### src/rtl/boot_loader_pkg.sv
// Shared encodings for the boot loader: command ops, FSM states, command field layout.
// Header only; no logic, no latency, no flow control of its own.
package boot_loader_pkg;

    localparam logic [3:0] OP_LOAD = 4'd1;
    localparam logic [3:0] OP_FILL = 4'd2;
    localparam logic [3:0] OP_RUN  = 4'd3;

    // Op sits in the top nibble, channel in the next nibble, address from bit 0.
    localparam int OP_W     = 4;
    localparam int CH_W     = 4;
    localparam int ADDR_LSB = 0;

    typedef enum logic [2:0] {
        S_CLEAR,
        S_CMD,
        S_LEN,
        S_LOAD,
        S_FILL,
        S_RUN,
        S_ERR
    } state_t;

    function automatic logic ready_state(input state_t s);
        return (s == S_CMD) || (s == S_LEN) || (s == S_LOAD);
    endfunction

endpackage

### src/rtl/boot_wr_ctr.sv
// Loadable write-address / beat counter with wrap; last = one beat left, empty = none left.
// Updates one cycle after load/step; no flow control, the caller decides when to step.
module boot_wr_ctr #(
    parameter int ADDR_W = 10,
    parameter int LEN_W  = 16
) (
    input  logic              clk,
    input  logic              rst,
    input  logic              load_addr,
    input  logic [ADDR_W-1:0] addr_in,
    input  logic              load_cnt,
    input  logic [LEN_W-1:0]  cnt_in,
    input  logic              step,
    output logic [ADDR_W-1:0] addr,
    output logic              last,
    output logic              empty
);

    logic [LEN_W-1:0] cnt;

    always_ff @(posedge clk) begin
        if (rst) begin
            addr <= '0;
            cnt  <= '0;
        end else begin
            if (load_addr)
                addr <= addr_in;
            else if (step)
                addr <= addr + ADDR_W'(1);

            // A load may coincide with the first beat, which is then consumed immediately.
            if (load_cnt)
                cnt <= cnt_in - LEN_W'(step);
            else if (step)
                cnt <= cnt - LEN_W'(1);
        end
    end

    assign last  = (cnt == LEN_W'(1));
    assign empty = (cnt == '0);

endmodule

### src/rtl/boot_loader.sv
// Command-stream memory/register-file initialiser; clears the register file, then LOAD/FILL/RUN.
// Writes appear one cycle after the accepting edge; in_ready only in CMD/LEN/LOAD, words otherwise ignored.
module boot_loader
    import boot_loader_pkg::*;
#(
    parameter int DATA_W    = 32,
    parameter int ADDR_W    = 10,
    parameter int NUM_MEM   = 2,
    parameter int LEN_W     = 16,
    parameter int REG_COUNT = 32,
    parameter int REG_AW    = 5
) (
    input  logic               clk,
    input  logic               rst,
    input  logic               in_valid,
    output logic               in_ready,
    input  logic [DATA_W-1:0]  in_data,
    output logic [NUM_MEM-1:0] mem_we,
    output logic [ADDR_W-1:0]  mem_addr,
    output logic [DATA_W-1:0]  mem_wdata,
    output logic               reg_we,
    output logic [REG_AW-1:0]  reg_addr,
    output logic [31:0]        reg_wdata,
    output logic               cpu_reset,
    output logic               done,
    output logic               err
);

    localparam int CLR_W = $clog2(REG_COUNT + 1);

    state_t            state, state_n;
    logic [CLR_W-1:0]  clr_cnt;
    logic [OP_W-1:0]   op_q;
    logic [CH_W-1:0]   ch_q;

    logic              fire;
    logic [OP_W-1:0]   op_in;
    logic [CH_W-1:0]   ch_in;
    logic [LEN_W-1:0]  len_in;
    logic [ADDR_W-1:0] addr_in;

    logic              ctr_load_addr, ctr_load_cnt, ctr_step;
    logic [ADDR_W-1:0] ctr_addr;
    logic              ctr_last, ctr_empty;
    logic              wr_req;
    logic [DATA_W-1:0] wr_data;
    logic              clr_busy;

    assign fire      = in_valid && in_ready;
    assign op_in     = in_data[DATA_W-1 -: OP_W];
    assign ch_in     = in_data[DATA_W-OP_W-1 -: CH_W];
    assign len_in    = in_data[LEN_W-1:0];
    assign addr_in   = in_data[ADDR_LSB +: ADDR_W];
    assign clr_busy  = (state == S_CLEAR) && (clr_cnt != CLR_W'(REG_COUNT));
    assign reg_wdata = '0;

    boot_wr_ctr #(
        .ADDR_W (ADDR_W),
        .LEN_W  (LEN_W)
    ) u_ctr (
        .clk       (clk),
        .rst       (rst),
        .load_addr (ctr_load_addr),
        .addr_in   (addr_in),
        .load_cnt  (ctr_load_cnt),
        .cnt_in    (len_in),
        .step      (ctr_step),
        .addr      (ctr_addr),
        .last      (ctr_last),
        .empty     (ctr_empty)
    );

    always_comb begin
        state_n       = state;
        ctr_load_addr = 1'b0;
        ctr_load_cnt  = 1'b0;
        ctr_step      = 1'b0;
        wr_req        = 1'b0;
        wr_data       = '0;
        case (state)
            S_CLEAR: begin
                if (!clr_busy)
                    state_n = S_CMD;
            end
            S_CMD: begin
                if (fire) begin
                    ctr_load_addr = 1'b1;
                    if (int'(ch_in) >= NUM_MEM)
                        state_n = S_ERR;
                    else if (op_in == OP_LOAD || op_in == OP_FILL)
                        state_n = S_LEN;
                    else if (op_in == OP_RUN)
                        state_n = S_RUN;
                    else
                        state_n = S_ERR;
                end
            end
            S_LEN: begin
                if (fire) begin
                    if (len_in == '0) begin
                        state_n = S_CMD;
                    end else if (op_q == OP_LOAD) begin
                        ctr_load_cnt = 1'b1;
                        state_n      = S_LOAD;
                    end else begin
                        // First fill beat issues on the length edge so writes start next cycle.
                        ctr_load_cnt = 1'b1;
                        ctr_step     = 1'b1;
                        wr_req       = 1'b1;
                        state_n      = S_FILL;
                    end
                end
            end
            S_LOAD: begin
                if (fire) begin
                    wr_req   = 1'b1;
                    wr_data  = in_data;
                    ctr_step = 1'b1;
                    if (ctr_last)
                        state_n = S_CMD;
                end
            end
            S_FILL: begin
                if (ctr_empty) begin
                    state_n = S_CMD;
                end else begin
                    wr_req   = 1'b1;
                    ctr_step = 1'b1;
                end
            end
            default: state_n = state;
        endcase
    end

    always_ff @(posedge clk) begin
        if (rst) begin
            state     <= S_CLEAR;
            clr_cnt   <= '0;
            op_q      <= '0;
            ch_q      <= '0;
            in_ready  <= 1'b0;
            mem_we    <= '0;
            mem_addr  <= '0;
            mem_wdata <= '0;
            reg_we    <= 1'b0;
            reg_addr  <= '0;
            cpu_reset <= 1'b1;
            done      <= 1'b0;
            err       <= 1'b0;
        end else begin
            state    <= state_n;
            in_ready <= ready_state(state_n);
            reg_we   <= clr_busy;
            if (clr_busy) begin
                reg_addr <= REG_AW'(clr_cnt);
                clr_cnt  <= clr_cnt + CLR_W'(1);
            end
            if (state == S_CMD && fire) begin
                op_q <= op_in;
                ch_q <= ch_in;
            end
            mem_we <= wr_req ? (NUM_MEM'(1) << ch_q) : '0;
            if (wr_req) begin
                mem_addr  <= ctr_addr;
                mem_wdata <= wr_data;
            end
            cpu_reset <= (state_n != S_RUN);
            done      <= (state_n == S_RUN);
            err       <= (state_n == S_ERR);
        end
    end

endmodule
### config.mk
export PLATFORM = sky130hd
export DESIGN_NAME = boot_loader
export DESIGN_NICKNAME = d
export VERILOG_FILES = /design/src/rtl/boot_loader_pkg.sv /design/src/rtl/boot_wr_ctr.sv /design/src/rtl/boot_loader.sv
export SDC_FILE = /design/constraint.sdc
export NUM_CORES = 1
export LEC_CHECK = 0
export ABC_AREA = 1
export BUFFER_PORTS_ARGS = -buffer_cell sky130_fd_sc_hd__buf_2
export CAP_MARGIN = 20
export CORE_UTILIZATION = 58
export CTS_CLUSTER_DIAMETER = 60
export DETAILED_ROUTE_END_ITERATION = 16
export PLACE_DENSITY_LB_ADDON = 0.15
export SLEW_MARGIN = 40
export SYNTH_ARGS = -nofsm -noshare
export SYNTH_HDL_FRONTEND = slang
export SYNTH_HIERARCHICAL = 1
export SYNTH_SLANG_ARGS = --single-unit
### constraint.sdc
create_clock -name clk -period 6.06 [get_ports clk]
set_input_delay 1.212 -clock clk [delete_from_list [all_inputs] [get_ports clk]]
set_output_delay 1.212 -clock clk [all_outputs]
set_load 0.005 [all_outputs]
Word level (Yosys, flattened, before mapping)
Cells that the tools add are included.

Flip-flop bits (word level): 97. Bits of input ports: 35. Output and inout bits: 86. Word-level logic and storage cells: 78.

Add/sub/neg operators: 4. Order comparisons: 1. Equality and inequality tests: 16. Shift-type cells: 1. Multiplexer cells: 28. Bitwise gates (word level): 1. Reduce and logical (&&, ||, !) cells: 12.

Operators with widths (count): 2-to-1 mux 32 bit (2); zero test 16 bit (2); 2-to-1 mux 16 bit (2); 2-to-1 mux 3 bit (10); 2-to-1 mux 10 bit (2); equality test 16 x 1 -> 1 bit, second input constant (1); subtractor 16 x 1 -> 16 bit (1); subtractor 16 x 1 -> 16 bit, second input constant (1); case mux 3 bit (5 select lines) (1); equality test 3 x 2 -> 1 bit, second input constant (4); adder 10 x 1 -> 10 bit, second input constant (1); equality test 3 bit, second input constant (3); 2-to-1 mux 1 bit (9); equality test 4 x 1 -> 1 bit, second input constant (2); equality test 4 x 2 -> 1 bit, second input constant (2); adder 6 x 1 -> 6 bit, second input constant (1); equality test 3 x 1 -> 1 bit, second input constant (2); != test 6 bit, second input constant (1); greater-or-equal comparator 4 x 2 -> 1 bit, second input constant (1); nonzero test 2 bit (2); << shifter 1 x 4 -> 2 bit, first input constant (1); logical AND 1 bit (3); zero test 3 bit (1); logical OR 1 bit (3); other kinds (5) (5).

Depth between registers and ports, before layout
Word-level depth: 9. Mapped depth: 23. Depth with buffers taken out: 22.

Hierarchy
Netlist, hierarchy kept.

Modules (own cells, without submodules): boot_loader (instances 1, cells an instance 412, area an instance 3095.5 um2, seq. area each 1421.4 um2); boot_wr_ctr (instances 1, cells an instance 343, area an instance 2059.5 um2, seq. area each 520.5 um2).

Least setup slack after synthesis
OpenSTA, ideal clock, no wires.

Kind: input -> register. Start: in in_valid. End: reg u_ctr.cnt[14]. Library setup time: 0.109 ns. Arrival time: 3.238 ns. Required time: 5.951 ns. Setup slack: 2.712 ns. Cell stages on the path: 18. Path buffers: 1. Cells stage by stage: nand2_1 inv_1 nand2_1 nor2_2 nand2_2 nand2_4 buf_2 ha_1 ha_1 inv_1 nor2_1 nand2_1 nand2_1 nand2_1 nand2_1 nand3_1 nand2_1 inv_1.

Elaborated cells between the ends (all ways): 9. Those cells by class: add/sub (1); mux (6); reduce/logical (2).

RTL lines: from (decl) (line boot_loader.sv:15) `input logic in_valid,`; logical AND 1 bit (*) (line boot_loader.sv:49) `assign fire = in_valid && in_ready;`; 2-to-1 mux 1 bit (*) (line boot_loader.sv:99) `if (fire) begin`; 2-to-1 mux 1 bit (*) (line boot_loader.sv:80) `case (state)`; via ctr_load_cnt (line boot_loader.sv:42) `logic ctr_load_addr, ctr_load_cnt, ctr_step;`; 2-to-1 mux 16 bit or nonzero test 2 bit (tied branches); to (signal assigned) (line boot_wr_ctr.sv:33) `cnt <= cnt_in - LEN_W'(step);`; to (signal assigned) (line boot_wr_ctr.sv:35) `cnt <= cnt - LEN_W'(1);`; to (decl) (line boot_wr_ctr.sv:19) `logic [LEN_W-1:0] cnt;`.

Mark *: on every way through the listed nets, which the timed path passes. The rest lies on a longest branch. A chain may end at the register's enable or synchronous reset.

Final worst setup path
Start: in in_data[7]. End: reg u_ctr.cnt[14].

Elaborated cells between the ends (all ways): 10. Those cells by class: add/sub (1); mux (7); reduce/logical (2).

RTL lines: from (decl) (line boot_loader.sv:17) `input logic [DATA_W-1:0] in_data,`; zero test 16 bit (*) (line boot_loader.sv:100) `if (len_in == '0) begin`; 2-to-1 mux 1 bit (*) (line boot_loader.sv:100); 2-to-1 mux 1 bit (*) (line boot_loader.sv:99); 2-to-1 mux 1 bit (*) (line boot_loader.sv:80); via ctr_load_cnt (line boot_loader.sv:42); 2-to-1 mux 16 bit or nonzero test 2 bit (tied branches).

Marked as above.

==> results list <==
- Asr flop ratio synth: 0
* Detail-routed via count per cell: 5.344
* Placed Cells: 925
* Number of distinct library cells after synthesis: 37
- In the synthesized netlist the dominant register cell turns out to be sky130_fd_sc_hd__dfxtp_1.
- In the final layout, the share of cells above drive strength 1 is 0.1765.
* Power density normalized to cell area: 197.8 nW/um^2
* Class of the tightest hold or removal check: flop to flop
* Post-Syn Area: 5155 sq um
* Pins Over Slew Limit: 0
- Data required time at the worst endpoint: 6330 ps
- Post-detailed-routing wire length: 12310 microns
- Number of iterations in the first detailed-routing pass: 5
- Across the routed clock network, the largest skew measured is 20.59 ps.
- The number of global-route vias before repair came to 4271.
- During I/O placement, the number of pins put on the boundary was 121.
- Post-cts resize count: 0
* Leading cell types by total area after synthesis: sky130_fd_sc_hd__dfxtp_1, sky130_fd_sc_hd__nand2_1, sky130_fd_sc_hd__nand3_1, sky130_fd_sc_hd__nor2_1, sky130_fd_sc_hd__buf_4
- Entering global routing, the biggest net connects 85 pins.
- Cell accounting for the most synthesized area: sky130_fd_sc_hd__dfxtp_1
* # setup viols final: 0
- Kind of start point of the critical path: primary input
* Fmax: 262.9 MHz
* Initial standard-cell utilization of the core: 0.5940
- Setup bufs post-CTS: 0
- The number of antenna diodes in the final layout is 0.
- Area share of the leading cell type in the synthesized netlist: 0.3767
* Status: completed
- Counting I/O delays and the setup requirement, the final critical path takes 3803 ps.
* Critical Path AT: 4070 ps
- Setup repair after global routing missed its margin: no
* Switching share of power: 0.2694
- In the finished design, the share of the clock period the worst path needs comes to 0.6276.
* Core region area: 8678 sq um
- Portion of the post-synthesis area used by sequential elements: 0.3767
- Die Span X: 96.28 microns
* Leakage power of the design: 2.635 nW
* Count of flip-flops with a built-in enable after synthesis: 0
- Most repeated cell in the gate-level netlist after synthesis: sky130_fd_sc_hd__nand2_1
- After synthesis the netlist holds a flip-flop and latch count of 97.
- Number of DRC markers in iteration 0: 374
* P&R area growth vs syn: 10.27%
- TNS Setup: 0 ps
- At the pin with the least slew margin, the transition time is 751.4 ps.
- Sort of element at the end of the critical path: flop
- For the worst-skew pair, the clock arrives at the later sink with an insertion delay of 370 ps.
- The congestion estimate from routability-driven global placement came to 0.9085.
- The count of nets left with antenna violations once routing finished came out at 0.
- Internal power comes to 0.0008216 W.
- In this run the mean area of a mapped cell was 6.828 sq um.
* Post-CTS Hold Buffers: 0
- Combinational power share: 0.056
* Final Net Count: 870
- The number of antenna violations at the first check in global routing was 0.
- The die covers 9269 sq um.
- Clock tree from TritonCTS: done
- Routed length per instance: 13.08 microns
- Of the total power, registers draw 0.571.
- Worst Setup Path Type: primary input to flop
- Headroom to the max-slew limit came out at 0.4991.
- The design draws 0.001125 W.
- For this run the aggregate overflow at the end of global routing stands at 0.
- Residual DRC count: 0
- Row Count: 34
- Total track usage: 0.2713
* Clock transition time at the flip-flop clock pins of the worst setup and hold paths: 120 ps
- Measured along the y axis, the die boundary spans 96.28 microns.
* Number of standard cells after synthesis: 755
* Power spent charging and discharging nets: 0.0003029 W
- Worst-path maximum fanout: 15
- Total number of yosys warnings: 6
- No sink is reached through more buffers than the 2 on the longest clock path.
- Once layout is complete, the cells apart from fillers number 941.
- Clock tree synthesis selected as its root buffer the cell sky130_fd_sc_hd__clkbuf_8.
- Buffers added on ports: 88
* CTS H-Tree Depth: 3
- IR drop worst, VDD: 0.1158 mV
* Routed vias: 5029
- # clock sinks: 97
- Wire length of the first global-routing pass: 19540 microns
- Placed wire-length estimate after detailed placement: 8996 microns
* Reported max-cap violation count: 0
- Measured on the finished design, the core utilization comes to 0.6550.
- The final count of hold timing violations came to 0.
* Part of the power in the clock network: 0.373
- Counting the buffers created by CTS gives 9.
- By count the netlist is led by sky130_fd_sc_hd__nand2_1, sky130_fd_sc_hd__dfxtp_1, sky130_fd_sc_hd__nor2_1.
## worst max-delay path: stages
cell and delay (ps):
sky130_fd_sc_hd__buf_2 170, sky130_fd_sc_hd__nor2_1 70, sky130_fd_sc_hd__nand2_1 50, sky130_fd_sc_hd__nor2_1 40, sky130_fd_sc_hd__nand2_1 110, sky130_fd_sc_hd__nand2_1 70
sky130_fd_sc_hd__nor2_2 560, sky130_fd_sc_hd__nand2_2 340, sky130_fd_sc_hd__nand2_4 140, sky130_fd_sc_hd__ha_1 230, sky130_fd_sc_hd__ha_1 240, sky130_fd_sc_hd__inv_1 80
sky130_fd_sc_hd__nor2_1 300, sky130_fd_sc_hd__nand2_1 100, sky130_fd_sc_hd__nand2_1 60, sky130_fd_sc_hd__nand2_1 60, sky130_fd_sc_hd__nand2_1 60, sky130_fd_sc_hd__nand3_1 70
sky130_fd_sc_hd__nand2_1 60, sky130_fd_sc_hd__inv_1 30
## per-stage QoR
stage	area, sq um	worst slack [ps]	hold WS [ps]
after floorplan	5271	2712	422.2
after global placement	5485	2044	429.1
after detailed placement	5490	1958	440.8
after CTS	5684	2350	457.2
after global routing	5684	2013	469.2
final	5684	2257	455.1
## cells in the final DEF, fill, tap and decap left out, types with 3 or more instances in the layout
cell type / count
sky130_fd_sc_hd__nand2_1: 165
sky130_fd_sc_hd__dfxtp_1: 97
sky130_fd_sc_hd__buf_2: 88
sky130_fd_sc_hd__nor2_1: 84
sky130_fd_sc_hd__nand3_1: 84
sky130_fd_sc_hd__inv_1: 57
sky130_fd_sc_hd__a21oi_1: 44
sky130_fd_sc_hd__o21ai_1: 37
sky130_fd_sc_hd__conb_1: 32
sky130_fd_sc_hd__o21ai_0: 31
sky130_fd_sc_hd__nor2_2: 13
sky130_fd_sc_hd__inv_2: 11
sky130_fd_sc_hd__xor2_1: 11
sky130_fd_sc_hd__nand4_1: 10
sky130_fd_sc_hd__clkbuf_8: 9
sky130_fd_sc_hd__nor3_1: 8
sky130_fd_sc_hd__ha_1: 7
sky130_fd_sc_hd__nor2_4: 6
sky130_fd_sc_hd__nand3_2: 4
sky130_fd_sc_hd__nand2_2: 4
sky130_fd_sc_hd__inv_6: 3
sky130_fd_sc_hd__a22oi_1: 3
## worst paths after layout
kind,start,endpoint,slack [ps],depth (start not counted)
setup / recovery,in_data[7],u_ctr/cnt[14],2260,20
hold / removal,ch_q[0],mem_we[1],460,2
setup reg to reg,in_ready,u_ctr/cnt[14],2830,17
hold reg to reg,ch_q[0],mem_we[1],460,2
## cells by family (layout without fill, tap and decap cells)
logic type      Yosys count  count (layout)  share of synthesized area
compound gates          122             122                     0.1226
xor+xnor                 13              13                    0.02209
fa+ha+maj                 7               7                    0.01699
buf+inv                 128             175                     0.1238
flops                    97              97                     0.3767
other cells               1              32                  0.0007275
simple gates            387             387                     0.3371
## power by group through the flow
stage | Sequential, W | Combinational, W | Clock [W]
2_1_floorplan | 0.000657 | 0.0000490 | 0
6_report | 0.000642 | 0.0000627 | 0.000420
3_5_place_dp | 0.000657 | 0.0000616 | 0
5_1_grt | 0.000643 | 0.0000719 | 0.000449
3_3_place_gp | 0.000657 | 0.0000601 | 0
4_1_cts | 0.000642 | 0.0000618 | 0.000425
## routing by layer
layer  share of wire  global-route usage  vias up
li1                -                   -     2532
met1            0.45              0.3657     2276
met2            0.46              0.4350      205
met3           0.077             0.05213       16
met4           0.013             0.08582        0
met5               0                   0        -
## layout make-up
class | instances | area [sq um]
tap | 108 | 135.1
sequential | 97 | 1942
multi-input combinational | 561 | 2699
inverter | 69 | 259.0
timing repair buffer | 90 | 455.4
fill | 798 | 2994
clock inverter | 7 | 70.07
clock buffer | 9 | 123.9
## sequential cells by signal, indices dropped and copies added (netlist names)
signal      count
mem_wdata      32
err             1
reg_addr        5
done            1
mem_we          2
mem_addr       10
u_ctr/cnt      16
u_ctr/addr     10
in_ready        1
op_q            4
reg_we          1
cpu_reset       1
clr_cnt         6
state           3
ch_q            4
(Power assumes the default switching activity.)
